==> src/rtl/clk_rst_pkg.sv <==
// Shared definitions for the clock/reset sequencer: sequencer states and
// the default clock-enable accumulator constants.
package clk_rst_pkg;

   typedef enum logic [1:0] {
      WAIT_LOCK = 2'd0,
      HOLD      = 2'd1,
      RUN       = 2'd2
   } seq_state_e;

   // 2796 / 65536 * 46.875 MHz is approximately 2.0 MHz
   localparam int unsigned ACC_W_DEF  = 16;
   localparam int unsigned CE_INC_DEF = 2796;

endpackage

==> src/rtl/clk_ce_gen.sv <==
// Phase-accumulator clock-enable generator. While en_i is high the
// accumulator adds CE_INC modulo 2^ACC_W every cycle and ce_o is high for
// the one cycle after each carry-out. While en_i is low the accumulator is
// held at zero and ce_o is low.
module clk_ce_gen
   import clk_rst_pkg::*;
#(
   parameter int unsigned ACC_W  = ACC_W_DEF,
   parameter int unsigned CE_INC = CE_INC_DEF
) (
   input  logic clk_i,
   input  logic rst_ni,
   input  logic en_i,
   output logic ce_o
);

   localparam logic [ACC_W-1:0] INC = ACC_W'(CE_INC);

   logic [ACC_W-1:0] acc_q;
   logic [ACC_W-1:0] acc_d;
   logic             ce_q;
   logic             ce_d;

   // next accumulator value and carry; disabled accumulator parks at zero
   always_comb begin
      acc_d = '0;
      ce_d  = 1'b0;
      if (en_i) begin
         {ce_d, acc_d} = {1'b0, acc_q} + {1'b0, INC};
      end
   end

   // accumulator and registered enable pulse
   always_ff @(posedge clk_i or negedge rst_ni) begin
      if (!rst_ni) begin
         acc_q <= '0;
         ce_q  <= 1'b0;
      end else begin
         acc_q <= acc_d;
         ce_q  <= ce_d;
      end
   end

   assign ce_o = ce_q;

endmodule

==> src/rtl/clk_rst_seq.sv <==
// Clock/reset sequencer: qualifies the PLL lock over a stable window,
// holds the downstream reset for a fixed time, releases it, and watches
// for filtered lock loss. Also generates the ~2 MHz clock enable while
// running.
module clk_rst_seq
   import clk_rst_pkg::*;
#(
   parameter int unsigned LOCK_STABLE_CYCLES = 4096,
   parameter int unsigned RST_HOLD_CYCLES    = 16,
   parameter int unsigned LOSS_FILTER        = 4,
   parameter int unsigned ACC_W              = ACC_W_DEF,
   parameter int unsigned CE_INC             = CE_INC_DEF
) (
   input  logic       clk,
   input  logic       rst_n,
   input  logic       pll_locked,
   output logic       sys_rst_n,
   output logic       ce_2m,
   output logic       lock_lost,
   output logic [7:0] lock_loss_cnt
);

   // counters only ever hold 0..N-1; the +1 keeps the width nonzero at N=1
   localparam int unsigned STB_W = $clog2(LOCK_STABLE_CYCLES + 1);
   localparam int unsigned HLD_W = $clog2(RST_HOLD_CYCLES + 1);
   localparam int unsigned LOS_W = $clog2(LOSS_FILTER + 1);

   localparam logic [STB_W-1:0] STB_LAST = STB_W'(LOCK_STABLE_CYCLES - 1);
   localparam logic [HLD_W-1:0] HLD_LAST = HLD_W'(RST_HOLD_CYCLES - 1);
   localparam logic [LOS_W-1:0] LOS_LAST = LOS_W'(LOSS_FILTER - 1);

   function automatic logic [7:0] sat_inc8(input logic [7:0] v);
      return (v == 8'hFF) ? v : v + 8'd1;
   endfunction

   logic             sync1_q;
   logic             lk_q;
   seq_state_e       state_q;
   logic [STB_W-1:0] stable_q;
   logic [HLD_W-1:0] hold_q;
   logic [LOS_W-1:0] loss_q;
   logic             sys_rst_n_q;
   logic             lock_lost_q;
   logic [7:0]       loss_cnt_q;
   logic             loss_hit;
   logic             ce_en;

   // filtered loss fires on the last qualifying unlocked RUN cycle
   assign loss_hit = (state_q == RUN) && !lk_q && (loss_q == LOS_LAST);
   // accumulator runs only in cycles that stay in RUN, so no pulse can
   // appear on the cycle after leaving RUN
   assign ce_en    = (state_q == RUN) && !loss_hit;

   // two-flop synchroniser for the asynchronous lock indication
   always_ff @(posedge clk or negedge rst_n) begin
      if (!rst_n) begin
         sync1_q <= 1'b0;
         lk_q    <= 1'b0;
      end else begin
         sync1_q <= pll_locked;
         lk_q    <= sync1_q;
      end
   end

   // sequencer FSM with registered reset output and loss bookkeeping
   always_ff @(posedge clk or negedge rst_n) begin
      if (!rst_n) begin
         state_q     <= WAIT_LOCK;
         stable_q    <= '0;
         hold_q      <= '0;
         loss_q      <= '0;
         sys_rst_n_q <= 1'b0;
         lock_lost_q <= 1'b0;
         loss_cnt_q  <= '0;
      end else begin
         case (state_q)
            WAIT_LOCK: begin
               hold_q      <= '0;
               loss_q      <= '0;
               sys_rst_n_q <= 1'b0;
               if (!lk_q) begin
                  stable_q <= '0;
               end else if (stable_q == STB_LAST) begin
                  stable_q <= '0;
                  state_q  <= HOLD;
               end else begin
                  stable_q <= stable_q + STB_W'(1);
               end
            end
            HOLD: begin
               if (!lk_q) begin
                  hold_q   <= '0;
                  stable_q <= '0;
                  state_q  <= WAIT_LOCK;
               end else if (hold_q == HLD_LAST) begin
                  hold_q      <= '0;
                  state_q     <= RUN;
                  sys_rst_n_q <= 1'b1;
               end else begin
                  hold_q <= hold_q + HLD_W'(1);
               end
            end
            RUN: begin
               if (loss_hit) begin
                  loss_q      <= '0;
                  state_q     <= WAIT_LOCK;
                  sys_rst_n_q <= 1'b0;
                  lock_lost_q <= 1'b1;
                  loss_cnt_q  <= sat_inc8(loss_cnt_q);
               end else if (!lk_q) begin
                  loss_q <= loss_q + LOS_W'(1);
               end else begin
                  loss_q <= '0;
               end
            end
            default: begin
               state_q     <= WAIT_LOCK;
               stable_q    <= '0;
               hold_q      <= '0;
               loss_q      <= '0;
               sys_rst_n_q <= 1'b0;
            end
         endcase
      end
   end

   clk_ce_gen #(
      .ACC_W  (ACC_W),
      .CE_INC (CE_INC)
   ) u_ce_gen (
      .clk_i  (clk),
      .rst_ni (rst_n),
      .en_i   (ce_en),
      .ce_o   (ce_2m)
   );

   assign sys_rst_n     = sys_rst_n_q;
   assign lock_lost     = lock_lost_q;
   assign lock_loss_cnt = loss_cnt_q;

endmodule

==> config.mk <==
export PLATFORM = sky130hd
export DESIGN_NAME = clk_rst_seq
export DESIGN_NICKNAME = d
export VERILOG_FILES = /design/src/rtl/clk_rst_pkg.sv /design/src/rtl/clk_ce_gen.sv /design/src/rtl/clk_rst_seq.sv
export SDC_FILE = /design/constraint.sdc
export NUM_CORES = 1
export LEC_CHECK = 0
export CAP_MARGIN = 15
export CORE_ASPECT_RATIO = 0.6
export CORE_MARGIN = 2
export CORE_UTILIZATION = 52
export CTS_CLUSTER_SIZE = 16
export DETAILED_ROUTE_END_ITERATION = 12
export PLACE_DENSITY = 0.74
export SLEW_MARGIN = 20
export SYNTH_ARGS = -nofsm -noshare
export SYNTH_HDL_FRONTEND = slang
export SYNTH_SLANG_ARGS = --single-unit
==> constraint.sdc <==
create_clock -name clk -period 1.6 [get_ports clk]
set_input_delay 0.32 -clock clk [delete_from_list [all_inputs] [get_ports clk]]
set_output_delay 0.32 -clock clk [all_outputs]
set_load 0.01 [all_outputs]
# == Yosys cells after proc, flatten, opt, wreduce, memory -nomap -nowiden ==
# Cells that the tools add are included.
# classes
n_bitwise,2
n_reduce_logical,11
n_mux,22
n_addsub,5
eq_ne,13
# ops
cell,n
13-bit two-way mux,3
13-bit case mux with 3 select lines,1
"16-bit by 12-bit adder with 17-bit output, second input constant",1
16-bit two-way mux,1
"13-bit by 1-bit adder with 13-bit output, second input constant",1
"13-bit by 12-bit equality test with 1-bit output, second input constant",1
"2-bit != test, second input constant",6
2-bit two-way mux,5
5-bit two-way mux,2
5-bit case mux with 2 select lines,1
"8-bit by 1-bit adder with 8-bit output, second input constant",1
"8-bit equality test, second input constant",1
3-bit two-way mux,2
2-bit case mux with 3 select lines,1
3-bit case mux with 2 select lines,1
3-bit AND reduction,2
"5-bit by 1-bit adder with 5-bit output, second input constant",1
"5-bit by 4-bit equality test with 1-bit output, second input constant",1
1-bit two-way mux,4
2-bit AND reduction,2
4-bit AND reduction,1
"3-bit by 1-bit adder with 3-bit output, second input constant",1
"3-bit by 2-bit equality test with 1-bit output, second input constant",1
1-bit logical AND,3
other kinds (7),9
# totals
elab_cells,64
reg_bits,52
inputBits,3
out_inout_bits,11

# == Longest topological paths before layout ==
# logic_depth
word_depth,6
depth_mapped,6
mapped_depth_nobuf,6

# == Cells and area by module ==
# From an unflattened synthesis, not the netlist that was laid out.
# hier_totals
hier_cells,249
hier_area_um2,2571.2
# by_module_without_submodules
module,n_inst,area_each_um2,cells_per_inst
clk_rst_seq,1,1780.5,172
clk_ce_gen,1,790.8,77

# == Least setup slack after synthesis ==
# Ideal clock, no wire load.
# synth_path
kind,flip-flop to flip-flop
from,register stable_q[0]
to,register stable_q[9]
setup_slack_ns,-0.134
synth_period_minus_slack_ns,1.734
n_path_buf,1
t_arrival_ns,1.651
setup_ns,0.083
stages_incl_launch_ff,7
cell_sequence,dfrtp_1 -> ha_1 -> and3_1 -> clkbuf_1 -> nand4_1 -> or4b_1 -> o21ai_0
# synth_via
elab_chain_cells,4
# synth_lines
element,line_no,rtl
"start, declared",clk_rst_seq.sv:39,logic [STB_W-1:0] stable_q;
"start signal, assigned",clk_rst_seq.sv:87,stable_q <= stable_q + STB_W'(1);
13-bit by 1-bit adder with 13-bit output / 13-bit by 12-bit equality test with 1-bit output (equally long branches),"clk_rst_seq.sv:87, clk_rst_seq.sv:83",
13-bit two-way mux *,clk_rst_seq.sv:83,end else if (stable_q == STB_LAST) begin
13-bit two-way mux *,clk_rst_seq.sv:81,if (!lk_q) begin
13-bit case mux with 3 select lines *,clk_rst_seq.sv:76,case (state_q)
# Every way passes the cells marked *; elsewhere a longest branch is shown, timed or not.
# A chain may end at the register's enable or synchronous reset.

# == Worst setup path in the final report ==
# layout_path
from,register loss_q[0]
to,register loss_cnt_q[7] (netlist: lock_loss_cnt[7])
# layout_via
elab_chain_cells,3
# layout_lines
element,line_no,rtl
"start, declared",clk_rst_seq.sv:41,logic [LOS_W-1:0] loss_q;
"start signal, assigned",clk_rst_seq.sv:111,loss_q <= loss_q + LOS_W'(1);
3-bit by 2-bit equality test with 1-bit output,clk_rst_seq.sv:49,assign loss_hit = (state_q == RUN) && !lk_q && (loss_q == LOS_LAST);
1-bit logical AND,clk_rst_seq.sv:49,
3-bit AND reduction (no line),n/a,
"end signal, assigned",clk_rst_seq.sv:109,loss_cnt_q <= sat_inc8(loss_cnt_q);
"end, declared",clk_rst_seq.sv:44,logic [7:0] loss_cnt_q;
# Every way passes these cells.

==> impl_metrics.toml <==
[logic_synthesis]
synth_top_cell_by_area = "dfrtp_1"
synthTopCellsByCount = "dfrtp_1, o21ai_0, nand2_1"
synth-seq-cells = 50
synth_nets = 256
ys.warnings.count = 0
yosysMostFrequentCell = "dfrtp_1"
ys.flop_type = "dfrtp_1"
synthesis.area_um2 = 2451
syn_avg_cell_area_um2 = 9.923
ys_types = 45
synth_top_cell_area_share_pct = 51.05
synthCells = 247
synth.area.top_cells = "dfrtp_1, o21ai_0, nand2_1, ha_1, nand3_1"
yosysSeqAreaShare_pct = 51.05
async_reset_ff_share_pct = 100.0
synth-edff-count = 0

[setup_path]
worst-path-max-fanout = 4
critPathCaptureType = "flop"
worstSetupStartpointType = "flop"
worstPathArrival_ns = 1.91
worstSetupPathType = "flop to flop"
reg2reg_slack_ns = -0.14
required_ns = 1.77

[worst_hold_path]
min_path_type = "flop to flop"

[clock_tree]
cts_root_buf = "clkbuf_8"
cts_tree = "yes"
clk_pin_slew_ns = 0.09
clock_latency_ns = 0.29
clock_path_buffers = 2
htree_levels = 2
numCtsBuffers = 5
cts_sinks = 50

[grt]
use_met2_pct = 32.12
busiest_layer = "met2"
grt_use_total_pct = 20.77
overflow = 0
grt_pass1_wl_um = 8852
antenna_found_initial = 0
grtUsageMet3_pct = 4.888
grt_max_degree = 35
met1_usage_pct = 30.92
first_global_vias = 1900

[layout]
design_area_um2 = 3157
insertedDiodeCount = 0
layout-drive-gt1-share_pct = 29.15
nNetsFinal = 305
syn2layout_area_growth_pct = 28.79
layout.cells.non_filler = 358

[timing]
post-route-period-util_pct = 108.5
whs_ns = 0.3572
setup_slack_ns = -0.1355
grt_setup_unrepaired = "true"
fin_crit_ns = 1.735
clock_skew_ns = 0.003907
setup_violations = 6
drv_slew = 0
fin_tns_setup_ns = -0.4067
hold_violations = 0
worst_pin_slew_ns = 0.4024
slew_headroom_pct = 73.17
fmax_mhz = 576.2

[placement]
place.gp.congestion = 0.8161
pre_cts_slack_ns = -0.08728
dp_hpwl_um = 3511
place_area_um2 = 2831
dp_cells = 341
numPortBuffers = 13

[power]
ir_worst_vdd_mv = 0.4563
pwr_density_cell_nw_per_um2 = 658.0
switching_share_pct = 21.05
p_int_mw = 1.640
p_switching_mw = 0.4373
power.leakage_nw = 1.455
seqPwrFrac_pct = 61.6
combPwrFrac_pct = 4.0
clockPowerShare_pct = 34.4

[route]
drc = 0
ant_nets = 0
drtPass1Iterations = 4
num_vias = 2022
vias_per_cell = 5.648
avgRoutedWirePerCell_um = 14.66
wl_um = 5250
drtIter0Drc = 144

[job]
maxCapViolations = 0

[outcome]
violations = "negative setup slack"
status = "complete, but fails checks"

[die]
die_area_um2 = 5297
floorplan.initialDensity_pct = 53.70
pin_count = 14
core_um2 = 4564
die_h_um = 57.18
rows = 19
fp.dieW_um = 92.64
## worst max-delay path, stage by stage (launching register included)
cell and delay (ns):
dfrtp_1 0.37, ha_2 0.20, ha_4 0.13, and4bb_2 0.29, nand4_1 0.22, nor3_1 0.31
a21oi_2 0.10
## power by group through the flow
stage	sequential (mW)	combinational (mW)	clock (mW)
floorplan	1.30	0.0293	0
global placement	1.30	0.0761	0
detailed placement	1.30	0.0770	0
CTS	1.28	0.0796	0.735
global route	1.28	0.0949	0.780
finish	1.28	0.0837	0.714
## layer usage
| metal | routed length, um | vias up | part of all wire, % |
|---|---|---|---|
| met3 | 159 | 2 | 3.0 |
| li1 | - | 994 | - |
| met4 | 23 | 0 | 0.44 |
| met5 | 0 | - | 0 |
| met2 | 2291 | 30 | 44 |
| met1 | 2775 | 996 | 53 |
## cell type report
cell class | count | area, um2
Sequential cell | 50 | 1259
Multi-Input combinational cell | 181 | 1279
Tap cell | 63 | 78.83
Fill cell | 331 | 1408
Clock buffer | 6 | 82.58
Timing Repair Buffer | 50 | 427.9
Inverter | 8 | 30.03
## sequential cells by signal, indices dropped and copies added (netlist names)
name and cells:
hold_q 5, u_ce_gen.ce_o 1, u_ce_gen.acc_q 14, sys_rst_n 1, lk_q 1, lock_loss_cnt 8
sync1_q 1, state_q 2, stable_q 13, loss_q 3, lock_lost 1
## cell usage in the layout (no fill, tap or decap), types with 5 or more instances in the layout
cell             instances
dfrtp_1                 44
buf_4                   33
nand2_1                 22
o21ai_0                 22
nand3_1                 12
nor2_1                  10
inv_1                    8
a21oi_1                  8
clkdlybuf4s50_1          8
or3_1                    7
nor3_1                   6
nand4_1                  6
clkbuf_8                 6
dfrtp_2                  6
xnor2_1                  5
and3_1                   5
## kinds of logic after synthesis
| kind of cell | Yosys count | synth area share [%] |
|---|---|---|
| flip-flops | 50 | 51.05 |
| XOR/XNOR | 8 | 2.859 |
| adder cells (fa/ha/maj) | 6 | 3.063 |
| multiplexers | 4 | 1.736 |
| AND/OR/NAND/NOR | 103 | 23.12 |
| AO/OA/AOI/OAI | 60 | 15.01 |
| buffers and inverters | 16 | 3.165 |
## metrics by stage
stage                     total power [mW]  utilization (%)
after floorplan                      1.333                -
after global placement               1.380            62.03
after detailed placement             1.381            62.03
after CTS                            2.094            65.95
after global routing                 2.156            69.16
final                                2.077            69.16
## final timing paths
kind | from | endpoint | cells past startpoint
max in group asynchronous | rst_n | lk_q | 3
hold / removal | sync1_q | lk_q | 0
setup / recovery | loss_q[0] | lock_loss_cnt[7] | 6
hold reg to reg | sync1_q | lk_q | 0
setup reg to reg | loss_q[0] | lock_loss_cnt[7] | 6
min in group asynchronous | rst_n | u_ce_gen.acc_q[14] | 2
## what timing repair did
action / 4_1_cts / 5_1_grt
gates resized for setup: 14 / 28
setup buffers: 5 / 5
hold buffers: 1 / 0
endpoints found under the hold margin: 16 / 0
pin swaps: 5 / 13
endpoints found under the setup margin: 16 / 26
Power figures use the tool's default switching activity.
